===== src/rtl/out_buffer.sv =====
`default_nettype none
// ============================================================================
//  Module      : out_buffer
//  Description : First-word-fall-through output buffer between an internal
//                write bus and a ready/valid consumer. Writes arriving while
//                the buffer is full are dropped and recorded in a sticky
//                overflow flag.
//  Revision    : 1.0 - initial release
// ----------------------------------------------------------------------------
//  Ports
//    clk        : clock, all state changes on the rising edge
//    rst_b      : synchronous active-low reset
//    en         : write strobe; word presented on 'in'
//    in         : write data, sampled only when the write is accepted
//    clr_ovf    : clears the sticky overflow flag (a same-cycle drop wins)
//    out_ready  : consumer accepts the head word this cycle
//    out_valid  : head word present on 'out'
//    out        : head word, reads 0 while the buffer is empty
//    full       : buffer holds DEPTH words
//    count      : number of stored words, 0..DEPTH
//    overflow   : sticky, set when a write was dropped
// ============================================================================
module out_buffer #(
    parameter int WIDTH = 16,
    parameter int DEPTH = 4
) (
    input  logic                     clk,
    input  logic                     rst_b,
    input  logic                     en,
    input  logic [WIDTH-1:0]         in,
    input  logic                     clr_ovf,
    input  logic                     out_ready,
    output logic                     out_valid,
    output logic [WIDTH-1:0]         out,
    output logic                     full,
    output logic [$clog2(DEPTH):0]   count,
    output logic                     overflow
);

    localparam int AW = $clog2(DEPTH);
    localparam int CW = AW + 1;
    localparam logic [CW-1:0] c_full_count = CW'(DEPTH);

    typedef enum logic [1:0] {
        S_EMPTY   = 2'd0,
        S_PARTIAL = 2'd1,
        S_FULL    = 2'd2
    } occ_state_t;

    occ_state_t         r_state;
    occ_state_t         w_state_nxt;
    logic [WIDTH-1:0]   r_mem [DEPTH];
    logic [AW-1:0]      r_wr_ptr;
    logic [AW-1:0]      r_rd_ptr;
    logic [CW-1:0]      r_count;
    logic [CW-1:0]      w_count_nxt;
    logic               r_overflow;
    logic               w_push;
    logic               w_pop;
    logic               w_drop;

    // Push/pop qualification and occupancy next-state. Fullness is judged on
    // the registered state, so a write in FULL is dropped even when the
    // consumer pops in the same cycle.
    always_comb begin
        w_state_nxt = r_state;
        w_push      = en && (r_state != S_FULL);
        w_pop       = out_ready && (r_state != S_EMPTY);
        w_drop      = en && (r_state == S_FULL);
        w_count_nxt = r_count;

        if (w_push && !w_pop) begin
            w_count_nxt = r_count + CW'(1);
        end else if (w_pop && !w_push) begin
            w_count_nxt = r_count - CW'(1);
        end

        case (r_state)
            S_EMPTY: begin
                // No bypass: a push into an empty buffer is visible next cycle.
                if (w_push) begin
                    w_state_nxt = (w_count_nxt == c_full_count) ? S_FULL : S_PARTIAL;
                end
            end
            S_PARTIAL: begin
                if (w_count_nxt == '0) begin
                    w_state_nxt = S_EMPTY;
                end else if (w_count_nxt == c_full_count) begin
                    w_state_nxt = S_FULL;
                end
            end
            S_FULL: begin
                if (w_pop) begin
                    w_state_nxt = (w_count_nxt == '0) ? S_EMPTY : S_PARTIAL;
                end
            end
            default: begin
                w_state_nxt = S_EMPTY;
            end
        endcase
    end

    always_ff @(posedge clk) begin
        if (!rst_b) begin
            r_state    <= S_EMPTY;
            r_wr_ptr   <= '0;
            r_rd_ptr   <= '0;
            r_count    <= '0;
            r_overflow <= 1'b0;
        end else begin
            r_state <= w_state_nxt;
            r_count <= w_count_nxt;
            // Power-of-two depth: pointers wrap DEPTH-1 -> 0 by overflow.
            if (w_push) begin
                r_wr_ptr <= r_wr_ptr + AW'(1);
            end
            if (w_pop) begin
                r_rd_ptr <= r_rd_ptr + AW'(1);
            end
            // A dropped write outranks a clear in the same cycle.
            if (w_drop) begin
                r_overflow <= 1'b1;
            end else if (clr_ovf) begin
                r_overflow <= 1'b0;
            end
        end
    end

    // Storage is not reset; stale entries are unreachable once the pointers
    // and count are cleared.
    always_ff @(posedge clk) begin
        if (rst_b && w_push) begin
            r_mem[r_wr_ptr] <= in;
        end
    end

    assign out_valid = (r_state != S_EMPTY);
    assign full      = (r_state == S_FULL);
    assign count     = r_count;
    assign overflow  = r_overflow;
    assign out       = out_valid ? r_mem[r_rd_ptr] : '0;

endmodule
`default_nettype wire


===== config.mk =====
export PLATFORM = sky130hd
export DESIGN_NAME = out_buffer
export DESIGN_NICKNAME = d
export VERILOG_FILES = /design/src/rtl/out_buffer.sv
export SDC_FILE = /design/constraint.sdc
export NUM_CORES = 1
export LEC_CHECK = 0
export CORE_MARGIN = 2
export CORE_UTILIZATION = 50
export CTS_CLUSTER_SIZE = 30
export DETAILED_ROUTE_END_ITERATION = 16
export PLACE_DENSITY = 0.74
export SYNTH_ARGS = -nofsm -noshare
export SYNTH_HDL_FRONTEND = slang
export SYNTH_SLANG_ARGS = --single-unit

===== constraint.sdc =====
create_clock -name clk -period 4.6 [get_ports clk]
set_input_delay 0.92 -clock clk [delete_from_list [all_inputs] [get_ports clk]]
set_output_delay 0.92 -clock clk [all_outputs]
set_load 0.02 [all_outputs]

# Word level (Yosys, flattened, before mapping)
# Memories as Yosys holds them, arrays and structs flattened. A register that Yosys moved wholly into a read port is not among the register bits.
# Cells that the tools add are included.
op_classes:
  addsub: 4
  n_eq_ne: 7
  mux: 16
  reduce_logical: 13
op_table:
  columns: ["cell", "n"]
  rows:
  - ["2-to-1 mux 16 bit", 1]
  - ["2-to-1 mux 2 bit", 7]
  - ["logical AND 1 bit", 6]
  - ["2-to-1 mux 3 bit", 2]
  - ["one-hot mux 2 bit (3 select lines)", 1]
  - ["2-to-1 mux 1 bit", 5]
  - ["adder 2 x 1 -> 2 bit (second input constant)", 2]
  - ["inequality test 2 bit (second input constant)", 2]
  - ["nonzero test 2 bit", 2]
  - ["adder 3 x 1 -> 3 bit (second input constant)", 1]
  - ["== test 3 bit (second input constant)", 1]
  - ["zero test 3 bit", 1]
  - ["inequality test 3 bit (second input constant)", 1]
  - ["AND reduction 3 bit", 1]
  - ["subtractor 3 x 1 -> 3 bit (second input constant)", 1]
  - ["== test 2 x 1 -> 1 bit (second input constant)", 1]
  - ["== test 2 bit (second input constant)", 1]
  - ["zero test 1 bit", 2]
  - ["zero test 2 bit", 1]
  - ["inequality test 2 x 1 -> 1 bit (second input constant)", 1]
word_totals:
  register_bits: 10
  ram_bits: 64
  out_inout_bits: 22
  wordCells: 46
  mem_count: 1
mem_list:
  columns: ["memory", "depth", "word_bits", "read_ports", "rd_ports_with_merged_regs", "wr", "line", "source"]
  rows:
  - ["r_mem", 4, 16, 1, 1, 1, "52", "logic [WIDTH-1:0] r_mem [DEPTH];"]

# Longest topological paths before layout
# Gate-level depths: netlist of run 1.
logic_depth:
  ltp_word: 10
  depth_mapped: 7

# Worst setup path before layout of run 1
# No wires, ideal clock.
synth_path:
  path_kind: "register to output"
  startpoint: "register with a tool-made name"
  endpoint: "output port out[10]"
  t_arrival_ns: 1.458
  required_ns: 3.680
  path_slack_ns: 2.222
  path_stages_with_launch: 5
  cell_sequence: "dfxtp_1 buf_2 buf_4 mux4_2 and2_1"
synth_rtl:
  columns: ["element", "line", "source"]
  rows:
  - ["end, declared", "34", "output logic [WIDTH-1:0] out,"]

==> results of run 1 <==
-- sequential cells by signal (all words and copies together) (netlist names), named ones only --
name	count
r_mem	64
count	3
r_rd_ptr	2
r_state	2
r_wr_ptr	2
overflow	1
-- cell type report --
| cell class | count | area (um2) | share of cell area |
|---|---|---|---|
| clock buffers | 9 | 124 | 0.0319 |
| clock inverters | 7 | 100 | 0.0258 |
| inverters | 7 | 26.3 | 0.00677 |
| multi-input cells | 97 | 943 | 0.243 |
| flip-flops and latches | 76 | 2160 | 0.557 |
| well taps | 77 | 96.3 | 0.0248 |
| repair buffers | 43 | 428 | 0.110 |
-- power by group through the flow --
stage | Clock, mW | Sequential (mW) | Combinational [mW]
4_1_cts | 0.568 | 0.842 | 0.591
2_1_floorplan | 0 | 0.840 | 0.394
5_1_grt | 0.598 | 0.850 | 0.631
3_5_place_dp | 0 | 0.857 | 0.589
6_report | 0.560 | 0.841 | 0.584
3_3_place_gp | 0 | 0.856 | 0.581
-- critical path: stages, from the launching register on --
cell             delay, ns
dfxtp_1               0.51
buf_4                 0.34
mux4_2                0.55
and2_1                0.17
clkdlybuf4s50_1       0.52
-- synth_stat cells, types with 2 or more instances --
cell	instances	share of area
xnor2_1	4	0.011
nor2b_1	3	0.0059
and3_1	6	0.012
clkbuf_1	5	0.0059
nand2_1	3	0.0035
nor2_1	4	0.0047
inv_1	7	0.0082
edfxtp_1	64	0.60
o211a_1	2	0.0063
mux4_2	16	0.11
nand3_1	2	0.0031
a21o_1	2	0.0047
and2_1	24	0.047
a211o_1	2	0.0055
buf_2	6	0.0094
ha_1	6	0.024
dfxtp_1	12	0.075
a21oi_1	4	0.0063
o211ai_1	2	0.0047
-- metal layers --
layer  vias up  part of all wire  global-route usage
li1        814                 -                   -
met1       816              0.47               0.219
met2        33              0.47               0.252
met3        10             0.033              0.0435
met4         0             0.019              0.0660
met5         -                 0                   0
-- metrics by stage --
step,std cells,hold slack (ns),utilization
finish,316,0.598,0.622
global route,316,0.633,0.622
CTS,316,0.606,0.622
detailed placement,300,0.580,0.586
global placement,300,0.566,0.586
floorplan,192,0.552,-
-- cells in the final DEF, fill, tap and decap left out, types with 2 or more instances in the layout --
master and instances:
ha_1 6, o211a_1 2, nand3_1 2, clkbuf_8 9
o211ai_1 2, inv_1 7, nor2_1 4, clkdlybuf4s50_1 42
mux4_2 16, bufinv_16 2, nand2_1 3, a21o_1 2
dfxtp_1 12, clkinvlp_4 3, xnor2_1 4, and3_1 6
a21oi_1 4, a211o_1 2, nor2b_1 3, edfxtp_1 64
and2_1 24
-- cell families (layout without fill, tap and decap cells) --
family          after synthesis  count (layout)  synth area share
buf+inv                      19              66            0.0259
compound gates               21              21            0.0510
flops                        76              76             0.678
mux                          17              17             0.116
xor+xnor                      4               4            0.0110
simple gates                 49              49            0.0942
fa+ha+maj                     6               6            0.0235
-- worst paths after layout --
kind              cells past startpoint                        to  slack [ns]
setup reg to reg                      3     r_mem[0][1]$_DFFE_PP_        2.48
setup / recovery                      4                    out[1]        1.25
hold / removal                        2  r_rd_ptr[1]$_SDFFE_PN0P_        0.60
hold reg to reg                       2  r_rd_ptr[1]$_SDFFE_PN0P_        0.60
==> impl_metrics.tcl, run 1 <==
set metrics [dict create \
    syn2layout_area_growth_pct 21.7 \
    hold_viol 0 \
    tightest_slew_ns 0.860 \
    p_seq_frac 0.424 \
    synthArstFlopShare 0 \
    synth_area_um2 3190 \
    vdd_drop_max_mv 0.278 \
    drc_errors 0 \
    dr.pass1.iters 6 \
    power.internal_mw 1.41 \
    post-route-min-period_ns 3.35 \
    io_buffer_count 42 \
    postCtsSetupBuffers 0 \
    grt_util_all_layers 0.162 \
    power_density_nw_per_um2 512 \
    syn_area_per_cell_um2 16.6 \
    skew_ns 0.0104 \
    min_from "r_rd_ptr[1]$_SDFFE_PN0P_" \
    grt_start_max_net_pins 21 \
    finalNetCount 261 \
    outcome "completed" \
    dr.first_iter.drc_count 56 \
    dieHeight_um 83.9 \
    hpwlAfterDp_um 3300 \
    synth-main-ff-cell "edfxtp_1" \
    clkSlewWorstSetupHoldPaths_ns 0.08 \
    vias 1673 \
    overflow 0 \
    fillerInstances 460 \
    wl_per_cell_um 16.5 \
    antenna_left 0 \
    cp_max_fo 12 \
    drive_gt1_frac 0.159 \
    placed_area_um2 3660 \
    cts_tree "yes" \
    antenna_found_initial 0 \
    timing.fmax_ghz 0.298 \
    power_frac_clock 0.282 \
    place_congestion 0.732 \
    clkSinkCount 76 \
    final_cell_area_um2 3880 \
    end_kind "primary output" \
    fin_crit_sh 0.729 \
    numCtsBuffers 9 \
    start_util 0.511 \
    core_um2 6240 \
    drt_wl_total_um 5220 \
    diodes 0 \
    clockBufferDepth 2 \
    critPathArrivalTime_ns 2.43 \
    startpoint_type "flip-flop" \
    worstHoldPathType "flip-flop to flip-flop" \
    slew_viol_final 0 \
    grt_pass1_vias 1674 \
    swShare 0.291 \
    p_total_mw 1.98 \
    synth_fp_nets 219 \
    setup_ws_ns 1.25 \
    cts_resized 0 \
    relSlewSlack 0.426 \
    synth_edf_count 64 \
    rr_startpoint "r_state[0]$_SDFFE_PN0P_" \
    grt_pass1_wl_um 8590 \
    pre_cts_ws_ns 1.49 \
    ctsHoldBuffers 0 \
    setup_viol 0 \
    maxCapViolCount 0 \
    power.share.combinational 0.294 \
    die_x_um 83.9 \
    root_buffer "clkbuf_8" \
    ys_seq_elements 76 \
    setup_tns_ns 0 \
    yosysWarnings 0 \
    drt-vias-per-instance 5.29 \
    ios 43 \
    clk_latency_ns 0.35 \
    rsz0062_at_grt "no" \
    h-tree-depth 3 \
    rows 29 \
    synth_cells 192 \
    synth.distinct_cells 37 \
    worstSetupPathType "flip-flop to primary output" \
    switchingPower_mw 0.577 \
    seq_area_frac_synth 0.678 \
    required_ns 3.68 \
    dieArea_um2 7030 \
    power_leakage_nw 1.31 \
]
Note: power is estimated with default switching activity, not from simulation.
==> run 2, diff against run 1 <==
- clock period: 4.6 -> 3.4 ns (I/O delays scaled with it)
==> impl_metrics.tcl, run 2 (synthesized netlist as in run 1, its figures left out) <==
set metrics [dict create \
    maxCapViolCount 0 \
    ctsHoldBuffers 0 \
    power.share.combinational 0.331 \
    grt_pass1_vias 1751 \
    hold_depth 2 \
    cts_tree "yes" \
    power_density_nw_per_um2 642 \
    critPathArrivalTime_ns 2.13 \
    timing.fmax_ghz 0.356 \
    final_cell_mix "edfxtp_1, clkdlybuf4s50_1, and2_1" \
    setup_viol 0 \
    skew_ns 0.00616 \
    drt-vias-per-instance 5.39 \
    worstHoldPathType "flip-flop to flip-flop" \
    vdd_drop_max_mv 0.477 \
    h-tree-depth 3 \
    layout_commonest_cell "edfxtp_1" \
    hold_viol 0 \
    min_to "r_rd_ptr[1]$_SDFFE_PN0P_" \
    min_from "r_rd_ptr[1]$_SDFFE_PN0P_" \
    antenna_found_initial 0 \
    r2r_slack_ns 1.50 \
    syn2layout_area_growth_pct 21.2 \
    outcome "completed" \
    drc_errors 0 \
    finalNetCount 269 \
    postCtsSetupBuffers 0 \
    power.internal_mw 1.75 \
    io_buffer_count 42 \
    fin_crit_sh 0.826 \
    fillerInstances 467 \
    wl_per_cell_um 16.2 \
    dieArea_um2 7030 \
    die_x_um 83.9 \
    power_frac_clock 0.216 \
    critPathMaxStageDelay_ns 0.53 \
    largest_reg_flops 64 \
    cp_cell_sequence "buf_4 > mux4_2 > and2_1 > clkdlybuf4s50_1" \
    slew_viol_final 0 \
    startpoint_type "flip-flop" \
    vias 1735 \
    drive_gt1_frac 0.167 \
    worst_hold_slack_ns 0.587 \
    start_util 0.511 \
    regMostFlops "r_mem" \
    antenna_left 0 \
    tightest_slew_ns 0.486 \
    clkSlewWorstSetupHoldPaths_ns 0.06 \
    rows 29 \
    required_ns 2.72 \
    rr_startpoint "count[1]$_SDFF_PN0_" \
    swShare 0.294 \
    power_leakage_nw 1.33 \
    cts_resized 0 \
    rsz0062_at_grt "no" \
    grt_pass1_wl_um 8590 \
    clockBufferDepth 2 \
    p_total_mw 2.48 \
    switchingPower_mw 0.729 \
    dr.first_iter.drc_count 108 \
    dr.pass1.iters 4 \
    cp_slowest_cell "mux4_2" \
    r2r_cells 6 \
    root_buffer "clkbuf_8" \
    place_congestion 0.767 \
    p_seq_frac 0.453 \
    dieHeight_um 83.9 \
    hpwlAfterDp_um 3450 \
    end_kind "primary output" \
    ios 43 \
    worstSetupPathType "flip-flop to primary output" \
    grt_start_max_net_pins 21 \
    core_um2 6240 \
    post-route-min-period_ns 2.81 \
    relSlewSlack 0.675 \
    diodes 0 \
    drt_wl_total_um 5210 \
    clkSinkCount 76 \
    cp_max_fo 9 \
    clk_latency_ns 0.33 \
    setup_tns_ns 0 \
    numCtsBuffers 9 \
    grt_util_all_layers 0.160 \
    worstReg2RegEnd "r_state[1]$_SDFFE_PN0P_" \
    overflow 0 \
]
## run 2: how the worst max path moves through the flow
stage          startpoint                     end  slack, ns
2_1_floorplan   flip-flop                 out[10]       1.26
3_3_place_gp           en   r_mem[0][4]$_DFFE_PP_       0.79
3_5_place_dp           en  r_mem[0][12]$_DFFE_PP_       0.72
4_1_cts         flip-flop                  out[0]       0.55
5_1_grt         flip-flop                  out[0]       0.49
6_report        flip-flop                  out[0]       0.59
## run 2: metrics by stage
stage                     utilization  worst slack, ns  cell area (um2)  std cells
after floorplan                     -             1.26             3190        192
after global placement          0.595            0.788             3720        308
after detailed placement        0.595            0.719             3720        308
after CTS                       0.619            0.552             3860        322
after global routing            0.619            0.486             3860        322
final                           0.619            0.592             3860        322
## run 2: area by class of cell
cell class,instances,area (um2),area share
inverter,7,26.3,0.00680
sequential,76,2160,0.560
multi-input combinational,97,943,0.244
clock inverter,3,16.3,0.00421
timing repair buffer,51,488,0.126
tap,77,96.3,0.0249
clock buffer,11,131,0.0340
## run 2: power groups by stage
stage / logic (mW) / registers [mW] / clock network [mW]
3_3_place_gp: 0.815 / 1.14 / 0
4_1_cts: 0.834 / 1.12 / 0.552
3_5_place_dp: 0.828 / 1.14 / 0
6_report: 0.822 / 1.12 / 0.536
2_1_floorplan: 0.533 / 1.14 / 0
5_1_grt: 0.893 / 1.13 / 0.591
## run 2: routing by layer
metal | part of all wire | vias to the layer above | track usage
li1 | - | 822 | -
met1 | 0.47 | 866 | 0.214
met2 | 0.48 | 37 | 0.257
met3 | 0.031 | 10 | 0.0307
met4 | 0.015 | 0 | 0.0704
met5 | 0 | - | 0
## run 2: critical path, delay by kind of cell (launching register included)
kind | cells | cell delay (ns)
buf+inv | 2 | 0.76
flops | 1 | 0.33
mux | 1 | 0.53
simple gates | 1 | 0.18
==> run 3, diff against run 2 <==
- clock period: 3.4 -> 2.7 ns (I/O delays scaled with it)
==> impl_metrics.tcl, run 3 (synthesized netlist as in run 1, its figures left out) <==
set metrics [dict create \
    dr.pass1.iters 4 \
    ctsHoldBuffers 0 \
    start_util 0.511 \
    largest_reg_flops 64 \
    antenna_left 0 \
    setup_tns_ns 0 \
    slew_viol_final 0 \
    clkSlewWorstSetupHoldPaths_ns 0.08 \
    cp_max_fo 20 \
    critPathArrivalTime_ns 1.94 \
    setup_viol 0 \
    regMostFlops "r_mem" \
    path_buf_inv 1 \
    rsz0062_at_grt "no" \
    wl_per_cell_um 16.4 \
    grt_use_met1 0.213 \
    pre_cts_ws_ns 0.260 \
    dieArea_um2 7030 \
    end_kind "primary output" \
    worstReg2RegEnd "r_state[1]$_SDFFE_PN0P_" \
    tightest_slew_ns 0.497 \
    critPathMaxStageDelay_ns 0.68 \
    grt_start_max_net_pins 21 \
    skew_ns 0.00919 \
    clkSinkCount 76 \
    hold_depth 2 \
    outcome "completed" \
    overflow 0 \
    ios 43 \
    grt_pass1_wl_um 8740 \
    h-tree-depth 3 \
    antenna_found_initial 0 \
    final_cell_mix "edfxtp_1, clkdlybuf4s50_1, and2_1" \
    vdd_drop_max_mv 0.475 \
    numCtsBuffers 9 \
    grt_util_all_layers 0.167 \
    fin_crit_sh 0.918 \
    r2r_cells 6 \
    die_x_um 83.9 \
    syn2layout_area_growth_pct 25.5 \
    cp_cell_sequence "or2_2 > clkdlybuf4s50_1" \
    worstHoldPathType "flip-flop to flip-flop" \
    required_ns 2.16 \
    io_buffer_count 42 \
    clockBufferDepth 2 \
    core_um2 6240 \
    power_leakage_nw 1.59 \
    rows 29 \
    cp_top_family "buffers and inverters" \
    drive_gt1_frac 0.193 \
    finalNetCount 271 \
    grt_use_met3 0.0554 \
    diodes 0 \
    clk_latency_ns 0.36 \
    dr.first_iter.drc_count 72 \
    r2r_slack_ns 0.96 \
    drc_errors 0 \
    min_from "r_rd_ptr[1]$_SDFFE_PN0P_" \
    relSlewSlack 0.668 \
    cp_slowest_cell "clkdlybuf4s50_1" \
    globalRouteMet2Util 0.264 \
    grt.busiest_layer "met2" \
    place_congestion 0.737 \
    power_density_nw_per_um2 842 \
    layout_commonest_cell "edfxtp_1" \
    hpwlAfterDp_um 3500 \
    grt_pass1_vias 1750 \
    cts_tree "yes" \
    setup_ws_ns 0.221 \
    dieHeight_um 83.9 \
    rr_startpoint "count[1]$_SDFF_PN0_" \
    maxCapViolCount 0 \
    hold_viol 0 \
    worstSetupPathType "flip-flop to primary output" \
    root_buffer "clkbuf_8" \
    drt-vias-per-instance 5.38 \
    timing.fmax_ghz 0.403 \
    startpoint_type "flip-flop" \
    post-route-min-period_ns 2.48 \
    drt_wl_total_um 5340 \
    vias 1755 \
]
## run 3: cell types whose count changed in the layout (fill, tap and decap cells not counted)
| cell | change |
|---|---|
| buf_12 | +2 |
| bufinv_16 | +2 |
| clkbuf_1 | -2 |
| clkdlybuf4s50_1 | -16 |
| clkinv_1 | -1 |
| clkinv_2 | +2 |
| clkinv_4 | +1 |
| dlygate4sd2_1 | +3 |
| dlymetal6s2s_1 | +13 |
## run 3: worst reg2reg max path, cell delays in order, from the launching register on
cell,delay (ns)
dfxtp_1,0.41
ha_1,0.20
nand2_1,0.07
o211a_1,0.24
o21ai_0,0.33
o21ai_1,0.13
a41o_1,0.25
## run 3: where the power goes
part | leakage (nW) | internal, mW | switching, mW
combinational | 0.801 | 0.520 | 0.496
sequential | 0.680 | 1.36 | 0.0623
clock | 0.109 | 0.516 | 0.416
## run 3: area by class of cell
cell class / count / area, um2
tap: 77 / 96.3
inverter: 7 / 26.3
fill: 457 / 2240
sequential: 76 / 2160
clock inverter: 7 / 91.3
multi-input combinational: 97 / 943
clock buffer: 9 / 124
timing repair buffer: 53 / 557
## run 3: timing repair
action / CTS / global route
setup endpoints to repair: 3 / 13
gates resized for setup: 3 / 13
buffers inserted: 0 / 0
## run 3: through the flow
| stage | utilization | total power, mW | instance area [um2] | instances | hold slack (ns) |
|---|---|---|---|---|---|
| 5_1_grt | 0.641 | 3.54 | 4000 | 326 | 0.629 |
| 4_1_cts | 0.636 | 3.43 | 3970 | 326 | 0.601 |
| 3_3_place_gp | 0.602 | 2.49 | 3760 | 310 | 0.570 |
| 6_report | 0.641 | 3.37 | 4000 | 326 | 0.597 |
| 2_1_floorplan | - | 2.10 | 3190 | 192 | 0.552 |
| 3_5_place_dp | 0.602 | 2.51 | 3760 | 310 | 0.574 |
## run 3: worst max path at each step
stage	from	endpoint	slack [ns]	cells past startpoint
after floorplan	flip-flop	out[10]	0.70	4
after global placement	en	r_state[0]$_SDFFE_PN0P_	0.33	6
after detailed placement	en	r_state[1]$_SDFFE_PN0P_	0.26	6
after CTS	flip-flop	out[15]	0.005	4
after global routing	r_state[1]$_SDFFE_PN0P_	out_valid	0.12	2
final	r_state[1]$_SDFFE_PN0P_	out_valid	0.22	2
## run 3: routing by layer
metal	vias up	wire, um
met1	877	2290
met4	0	80
met2	34	2730
li1	835	-
met3	9	237
met5	-	0
